<file path="src/rtl/turf_header_generator_v3_if.sv">
// AXI-Stream style header channel between the TURF header generator and its consumer.
interface turf_header_generator_v3_if;
    logic [63:0] tdata;
    logic        tvalid;
    logic        tready;
    logic        tlast;

    modport master (output tdata, output tvalid, output tlast, input tready);
    modport slave  (input tdata, input tvalid, input tlast, output tready);
endinterface

</file>
<file path="src/rtl/turf_header_generator_v3.sv">
// Builds the TURF event header: on an accepted trigger it latches timestamps, gathers
// per-channel metadata over a short window, then streams the header out as 64-bit qwords.
module turf_header_generator_v3 #(
    parameter int NUM_META    = 32,
    parameter int META_BITS   = 8,
    parameter int META_WINDOW = 16,
    parameter int HDR_QWORDS  = 16
) (
    input  logic                          sysclk_i,
    input  logic                          rst_i,
    input  logic                          runrst_i,
    input  logic                          runstop_i,
    input  logic [3:0]                    tio_mask_i,
    input  logic [11:0]                   runcfg_i,
    input  logic                          trig_i,
    input  logic [NUM_META*META_BITS-1:0] metadata_i,
    input  logic [31:0]                   cur_sec_i,
    input  logic [31:0]                   cur_time_i,
    input  logic [31:0]                   last_pps_i,
    input  logic [31:0]                   llast_pps_i,
    turf_header_generator_v3_if.master    m_thdr,
    output logic                          event_o,
    output logic                          busy_o,
    output logic [15:0]                   dropped_o
);

    localparam int META_W  = NUM_META * META_BITS;
    localparam int META_QW = META_W / 64;
    localparam int QW_BITS = $clog2(HDR_QWORDS);
    localparam logic [QW_BITS-1:0] LAST_QW  = QW_BITS'(HDR_QWORDS - 1);
    localparam logic [7:0]         WIN_LAST = 8'(META_WINDOW - 1);
    localparam logic [15:0]        HDR_LEN  = 16'(HDR_QWORDS * 4 - 1);
    localparam logic [15:0]        HDR_TAG  = 16'h4532;

    typedef enum logic [1:0] {IDLE, WINDOW, EMIT} state_t;

    state_t state, next_state;

    logic               running;
    logic [31:0]        event_counter;
    logic [3:0]         run_mask;
    logic [11:0]        run_cfg;
    logic [31:0]        hdr_event, hdr_sec, hdr_time, hdr_pps, hdr_lpps;
    logic [3:0]         hdr_mask;
    logic [11:0]        hdr_cfg;
    logic [META_W-1:0]  meta_hold;
    logic [7:0]         win_cnt;
    logic [QW_BITS-1:0] qword_idx;

    logic accept, drop, capture, handshake, last_beat;

    // A run reset in the same cycle as a trigger takes precedence and swallows the trigger.
    always_comb begin
        accept    = running && (state == IDLE) && trig_i && !runrst_i;
        drop      = running && (state != IDLE) && trig_i && !runrst_i;
        capture   = (state == WINDOW) && (win_cnt < WIN_LAST);
        handshake = (state == EMIT) && m_thdr.tready;
        last_beat = handshake && (qword_idx == LAST_QW);
    end

    always_ff @(posedge sysclk_i or posedge rst_i) begin
        if (rst_i) begin
            state <= IDLE;
        end else begin
            state <= next_state;
        end
    end

    always_comb begin
        next_state = state;
        case (state)
            IDLE:    if (accept)              next_state = WINDOW;
            WINDOW:  if (win_cnt == WIN_LAST) next_state = EMIT;
            EMIT:    if (last_beat)           next_state = IDLE;
            default:                          next_state = IDLE;
        endcase
    end

    always_ff @(posedge sysclk_i or posedge rst_i) begin
        if (rst_i) begin
            running       <= 1'b0;
            event_counter <= '0;
            dropped_o     <= '0;
            run_mask      <= '0;
            run_cfg       <= '0;
        end else begin
            if (runrst_i) begin
                running       <= 1'b1;
                event_counter <= '0;
                dropped_o     <= '0;
                run_mask      <= tio_mask_i;
                run_cfg       <= runcfg_i;
            end else begin
                if (runstop_i) running <= 1'b0;
                if (accept) event_counter <= event_counter + 32'd1;
                if (drop && (dropped_o != 16'hFFFF)) dropped_o <= dropped_o + 16'd1;
            end
        end
    end

    // Everything the header reports is frozen at accept so a mid-header run reset cannot corrupt it.
    always_ff @(posedge sysclk_i or posedge rst_i) begin
        if (rst_i) begin
            event_o   <= 1'b0;
            hdr_event <= '0;
            hdr_sec   <= '0;
            hdr_time  <= '0;
            hdr_pps   <= '0;
            hdr_lpps  <= '0;
            hdr_mask  <= '0;
            hdr_cfg   <= '0;
        end else begin
            event_o <= accept;
            if (accept) begin
                hdr_event <= event_counter;
                hdr_sec   <= cur_sec_i;
                hdr_time  <= cur_time_i;
                hdr_pps   <= last_pps_i;
                hdr_lpps  <= llast_pps_i;
                hdr_mask  <= run_mask;
                hdr_cfg   <= run_cfg;
            end
        end
    end

    always_ff @(posedge sysclk_i or posedge rst_i) begin
        if (rst_i) begin
            win_cnt   <= '0;
            qword_idx <= '0;
        end else begin
            if (accept) begin
                win_cnt   <= '0;
                qword_idx <= '0;
            end else begin
                if (state == WINDOW) win_cnt <= win_cnt + 8'd1;
                if (handshake && !last_beat) qword_idx <= qword_idx + QW_BITS'(1);
            end
        end
    end

    // The accept cycle itself is the first metadata sample; afterwards only still-zero channels update.
    always_ff @(posedge sysclk_i or posedge rst_i) begin
        if (rst_i) begin
            meta_hold <= '0;
        end else if (accept) begin
            meta_hold <= metadata_i;
        end else if (capture) begin
            for (int n = 0; n < NUM_META; n++) begin
                if (meta_hold[n*META_BITS +: META_BITS] == '0) begin
                    meta_hold[n*META_BITS +: META_BITS] <= metadata_i[n*META_BITS +: META_BITS];
                end
            end
        end
    end

    always_comb begin
        busy_o        = (state != IDLE);
        m_thdr.tvalid = (state == EMIT);
        m_thdr.tlast  = (state == EMIT) && (qword_idx == LAST_QW);
        m_thdr.tdata  = '0;
        if (state == EMIT) begin
            if (qword_idx == QW_BITS'(0)) begin
                m_thdr.tdata = {hdr_event, HDR_TAG, HDR_LEN};
            end else if (qword_idx == QW_BITS'(1)) begin
                m_thdr.tdata = {hdr_time, hdr_sec};
            end else if (qword_idx == QW_BITS'(2)) begin
                m_thdr.tdata = {hdr_lpps, hdr_pps};
            end else if (qword_idx == LAST_QW) begin
                m_thdr.tdata = {16'd64, hdr_mask, hdr_cfg, 32'h0};
            end else begin
                for (int i = 0; i < META_QW; i++) begin
                    if (qword_idx == QW_BITS'(3 + i)) m_thdr.tdata = meta_hold[i*64 +: 64];
                end
            end
        end
    end

endmodule

</file>
<file path="src/flat_wrapper.sv">
// flat-port wrapper written by rule: the top's interface ports become plain ports
module turf_header_generator_v3_flat 
#(
    parameter int NUM_META    = 32,
    parameter int META_BITS   = 8,
    parameter int META_WINDOW = 16,
    parameter int HDR_QWORDS  = 16
)
  (sysclk_i, rst_i, runrst_i, runstop_i, tio_mask_i, runcfg_i, trig_i, metadata_i, cur_sec_i, cur_time_i, last_pps_i, llast_pps_i, event_o, busy_o, dropped_o, m_thdr_tdata, m_thdr_tvalid, m_thdr_tlast, m_thdr_tready);
  turf_header_generator_v3_if m_thdr_i ();
  input  logic sysclk_i;
  input  logic rst_i;
  input  logic runrst_i;
  input  logic runstop_i;
  input  logic [3:0] tio_mask_i;
  input  logic [11:0] runcfg_i;
  input  logic trig_i;
  input  logic [NUM_META*META_BITS-1:0] metadata_i;
  input  logic [31:0] cur_sec_i;
  input  logic [31:0] cur_time_i;
  input  logic [31:0] last_pps_i;
  input  logic [31:0] llast_pps_i;
  output logic event_o;
  output logic busy_o;
  output logic [15:0] dropped_o;
  output wire logic [$bits(m_thdr_i.tdata)-1:0] m_thdr_tdata;
  output wire logic [$bits(m_thdr_i.tvalid)-1:0] m_thdr_tvalid;
  output wire logic [$bits(m_thdr_i.tlast)-1:0] m_thdr_tlast;
  input wire logic [$bits(m_thdr_i.tready)-1:0] m_thdr_tready;
  assign m_thdr_tdata = m_thdr_i.tdata;
  assign m_thdr_tvalid = m_thdr_i.tvalid;
  assign m_thdr_tlast = m_thdr_i.tlast;
  assign m_thdr_i.tready = m_thdr_tready;
  turf_header_generator_v3 #(.NUM_META(NUM_META), .META_BITS(META_BITS), .META_WINDOW(META_WINDOW), .HDR_QWORDS(HDR_QWORDS)) u_core (.sysclk_i(sysclk_i), .rst_i(rst_i), .runrst_i(runrst_i), .runstop_i(runstop_i), .tio_mask_i(tio_mask_i), .runcfg_i(runcfg_i), .trig_i(trig_i), .metadata_i(metadata_i), .cur_sec_i(cur_sec_i), .cur_time_i(cur_time_i), .last_pps_i(last_pps_i), .llast_pps_i(llast_pps_i), .m_thdr(m_thdr_i), .event_o(event_o), .busy_o(busy_o), .dropped_o(dropped_o));
endmodule
</file>
<file path="config.mk">
export PLATFORM = sky130hd
export DESIGN_NAME = turf_header_generator_v3_flat
export DESIGN_NICKNAME = d
export VERILOG_FILES = /design/src/rtl/turf_header_generator_v3_if.sv /design/src/rtl/turf_header_generator_v3.sv /design/src/flat_wrapper.sv
export SDC_FILE = /design/constraint.sdc
export NUM_CORES = 1
export LEC_CHECK = 0
export ABC_AREA = 1
export CAP_MARGIN = 20
export CORE_MARGIN = 1
export CORE_UTILIZATION = 57
export CTS_BUF_LIST = sky130_fd_sc_hd__clkbuf_8 sky130_fd_sc_hd__clkbuf_16
export CTS_CLUSTER_SIZE = 16
export DETAILED_ROUTE_END_ITERATION = 6
export PLACE_DENSITY = 0.86
export SLEW_MARGIN = 20
export SYNTH_ARGS = -nofsm -noshare
export SYNTH_HDL_FRONTEND = slang
export SYNTH_SLANG_ARGS = --single-unit
</file>
<file path="constraint.sdc">
create_clock -name sysclk_i -period 40.5 [get_ports sysclk_i]
set_input_delay 6.075 -clock sysclk_i [delete_from_list [all_inputs] [get_ports sysclk_i]]
set_output_delay 6.075 -clock sysclk_i [all_outputs]
set_load 0.01 [all_outputs]
</file>
==> impl_metrics.toml <==
[hold_path]
hold_path.class = "reg2reg"

[logic_synthesis]
synth_edf_count = 0
synth_seq_cells = 512
synth_cells = 3517
syn-num-nets = 3930
synth-simple-area-share_pct = 25.3
seq_area_frac_synth_pct = 49.2
synth_flop_cell = "dfrtp_1"
synth.yosys.warnings = 0
ys_types = 36
yosys-mux-area-fraction_pct = 0
yosys.area_share.xor_xnor_pct = 0.235
ys_async_sr_fraction_pct = 100
syn_avg_cell_area_um2 = 7.41
synth_top_family_by_area = "simple AND/OR/NAND/NOR gates"
syn_area_mm2 = 0.0261
synth-compound-area-share_pct = 14.3
synth_top_area_share_pct = 49.2
synth_top_area_cell = "dfrtp_1"
synth_fa_ha_area_share_pct = 0.336
synth_area_leaders = "dfrtp_1 (49%), nand2_1 (16%), o21ai_0 (11%)"

[sta]
setup_violations = 0
clock.fmax_mhz = 90.7
rsz0062_at_grt = "no"
min_period_over_period_pct = 27.2
period_minus_slack_ps = 11030
tns_ps = 0
setup_slack_ps = 29470
worst_clock_skew_ps = 17.6
slew_viol_final = 0
hold_viol = 0
relSlewSlack_pct = 23.7
tightest_slew_ps = 1140
fin_hold_ws_ps = 468

[finish]
nNetsFinal = 4314
multi_input_area_mm2 = 0.0105
layout-drive-gt1-share_pct = 3.91
regArea_mm2 = 0.0128
syn2layout_area_growth_pct = 25.8
fillers = 3463

[global_routing]
grt_pass1_vias = 25100
grt_use_total_pct = 38.5
grt_max_degree = 171
grt-ovfl-total = 0
grt_pass1_wl_um = 137000
antenna_found_initial = 6

[die]
core_mm2 = 0.0446
core.rowCount = 77
start_util_pct = 58.4
num_io_pins = 490
die_area_mm2 = 0.0466
die_height_um = 216
die_w_um = 216

[clock_network]
postCtsHoldBufs = 0
htree_levels = 2
clk_path_buf_depth = 3
postCtsSetupBuffers = 0
clkSinkCount = 512
insertion_delay_ps = 600
cts.repair.resized = 0
cts_made_buffers = 53
clk_pin_slew_ps = 60
cts_root_buf = "clkbuf_16"
cts_tree = "yes"

[placement]
portBuffers = 489
hpwl_um = 63400
pre_cts_slack_ps = 30240
place_congestion = 1.05

[critical_path]
path_max_fanout = 26
ff2ff_setup_slack_ps = 37480
timing.critical_path.from_type = "flop"
path_class = "reg2out"
cp_data_arrival_time_ps = 4950
end_kind = "output port"
crit_required_ps = 34420

[pwr]
swShare_pct = 37.5
pwr-share-clk_pct = 25.7
p_int_mw = 1.19
switchingPower_uw = 716
total_power_mw = 1.91
p_leak_nw = 15.3
power.share.sequential_pct = 42.9
power_per_cell_area_mw_per_mm2 = 58.2
max-vdd-ir-drop_mv = 0.0355
combPwrFrac_pct = 31.4

[detailed_routing]
wire_per_inst_um = 19.8
num_vias = 25700
final_antenna_net_count = 0
vias_per_cell = 5.67
drt_pass1_iterations = 6
dr.first_iter.drc_count = 3146
wl_um = 89700
route.detailed.drc = 0

[job]
max_cap_viol_count = 0

[run_status]
outcome = "completed"
worst max-delay path, cell delays in order (launching register included):
cell	delay (ps)
dfrtp_1	400
inv_1	150
ha_1	630
nand3_1	790
inv_1	1070
nand2_1	100
nand2_1	110
nand2_1	50
nand3_1	100
nand2_1	150
nand2_1	90
nand2_1	50
nand2_1	80
clkdlybuf4s50_1	540
per-stage QoR:
step,area (um^2),utilization (%),cells
2_1_floorplan,26100,-,3517
3_3_place_gp,31000,69.5,4437
3_5_place_dp,31000,69.5,4437
4_1_cts,32700,73.4,4527
5_1_grt,32800,73.5,4532
6_report,32800,73.5,4535
Yosys cell counts (2+ instances only):
library cell / n
o21ai_1: 37
or2_2: 3
nand3_2: 2
inv_2: 8
xor2_1: 6
nand3_1: 172
inv_1: 494
nor2_1: 143
buf_6: 4
a21oi_1: 134
dfrtp_1: 512
o21bai_1: 2
o21ai_0: 548
ha_1: 7
nand2_4: 15
nand4_1: 92
nand2_2: 12
nand2_1: 1083
clkbuf_1: 71
buf_4: 13
nor3_1: 32
buf_1: 3
o22ai_1: 16
nor2_2: 11
buf_2: 86
power by group through the flow:
stage | Sequential [mW] | Combinational [mW] | Clock, mW
2_1_floorplan | 0.783 | 0.400 | 0
3_3_place_gp | 0.812 | 0.561 | 0
3_5_place_dp | 0.818 | 0.579 | 0
4_1_cts | 0.811 | 0.586 | 0.493
5_1_grt | 0.832 | 0.671 | 0.515
6_report | 0.817 | 0.599 | 0.491
placed cells by master, fill, tap and decap left out, drive strengths merged:
| master | instances |
|---|---|
| nand3 | 175 |
| nand3b | 1 |
| ha | 7 |
| o21bai | 2 |
| dfrtp | 512 |
| inv | 513 |
| xnor2 | 1 |
| a31oi | 1 |
| o21a | 1 |
| clkbuf | 60 |
| a21oi | 134 |
| clkdlybuf4s50 | 489 |
| o21ai | 585 |
| diode | 7 |
| a211oi | 1 |
| buf | 19 |
| xor2 | 6 |
| nor3 | 32 |
| bufinv | 6 |
| nor3b | 1 |
| nand2 | 1110 |
| nand4 | 92 |
| nor2 | 155 |
| o22ai | 16 |
| clkinv | 12 |
| clkinvlp | 1 |
| nor4 | 1 |
| or2 | 3 |
cell type report:
class                      instances  share of cell area, %
antenna                            7                 0.0534
clock buffer                      60                   4.34
clock inverter                    30                  0.878
inverter                         502                   5.79
multi-input combinational       2324                   32.1
sequential                       512                   39.1
tap                              592                   2.26
timing repair buffer             508                   15.5
registers in the layout, indices dropped and copies added, names as in the netlist:
signal	cells
u_core.hdr_event	32
u_core.hdr_sec	32
u_core.event_counter	32
u_core.hdr_mask	4
u_core.running	1
u_core.dropped_o	16
u_core.hdr_cfg	12
u_core.hdr_time	32
u_core.run_mask	4
u_core.qword_idx	4
u_core.hdr_lpps	32
u_core.hdr_pps	32
u_core.event_o	1
u_core.state	2
u_core.meta_hold	256
u_core.win_cnt	8
u_core.run_cfg	12
final timing paths:
kind	startpoint	to	cells past startpoint
worst min-delay path	u_core.hdr_sec[8]	u_core.hdr_sec[8]	2
max in group asynchronous	rst_i	u_core.hdr_sec[13]	4
worst max register to register	u_core.qword_idx[2]	u_core.qword_idx[3]	6
min in group asynchronous	rst_i	u_core.meta_hold[105]	2
worst max-delay path	u_core.qword_idx[0]	m_thdr_tdata[62]	13
worst min register to register	u_core.hdr_sec[8]	u_core.hdr_sec[8]	2
kinds of logic after synthesis:
logic type               count (synthesis)
AND/OR/NAND/NOR                       1570
AO/OA/AOI/OAI                          740
buffers and inverters                  681
flip-flops                             512
XOR/XNOR                                 7
adder cells (fa/ha/maj)                  7
metal layers:
layer / wire (um) / share of wire (%) / global-route usage (%)
met5: 26 / 0.029 / 0
met4: 6450 / 7.2 / 25.1
met3: 7750 / 8.6 / 6.78
met2: 42300 / 47 / 63.5
met1: 33200 / 37 / 46.4
(Power assumes the default switching activity.)
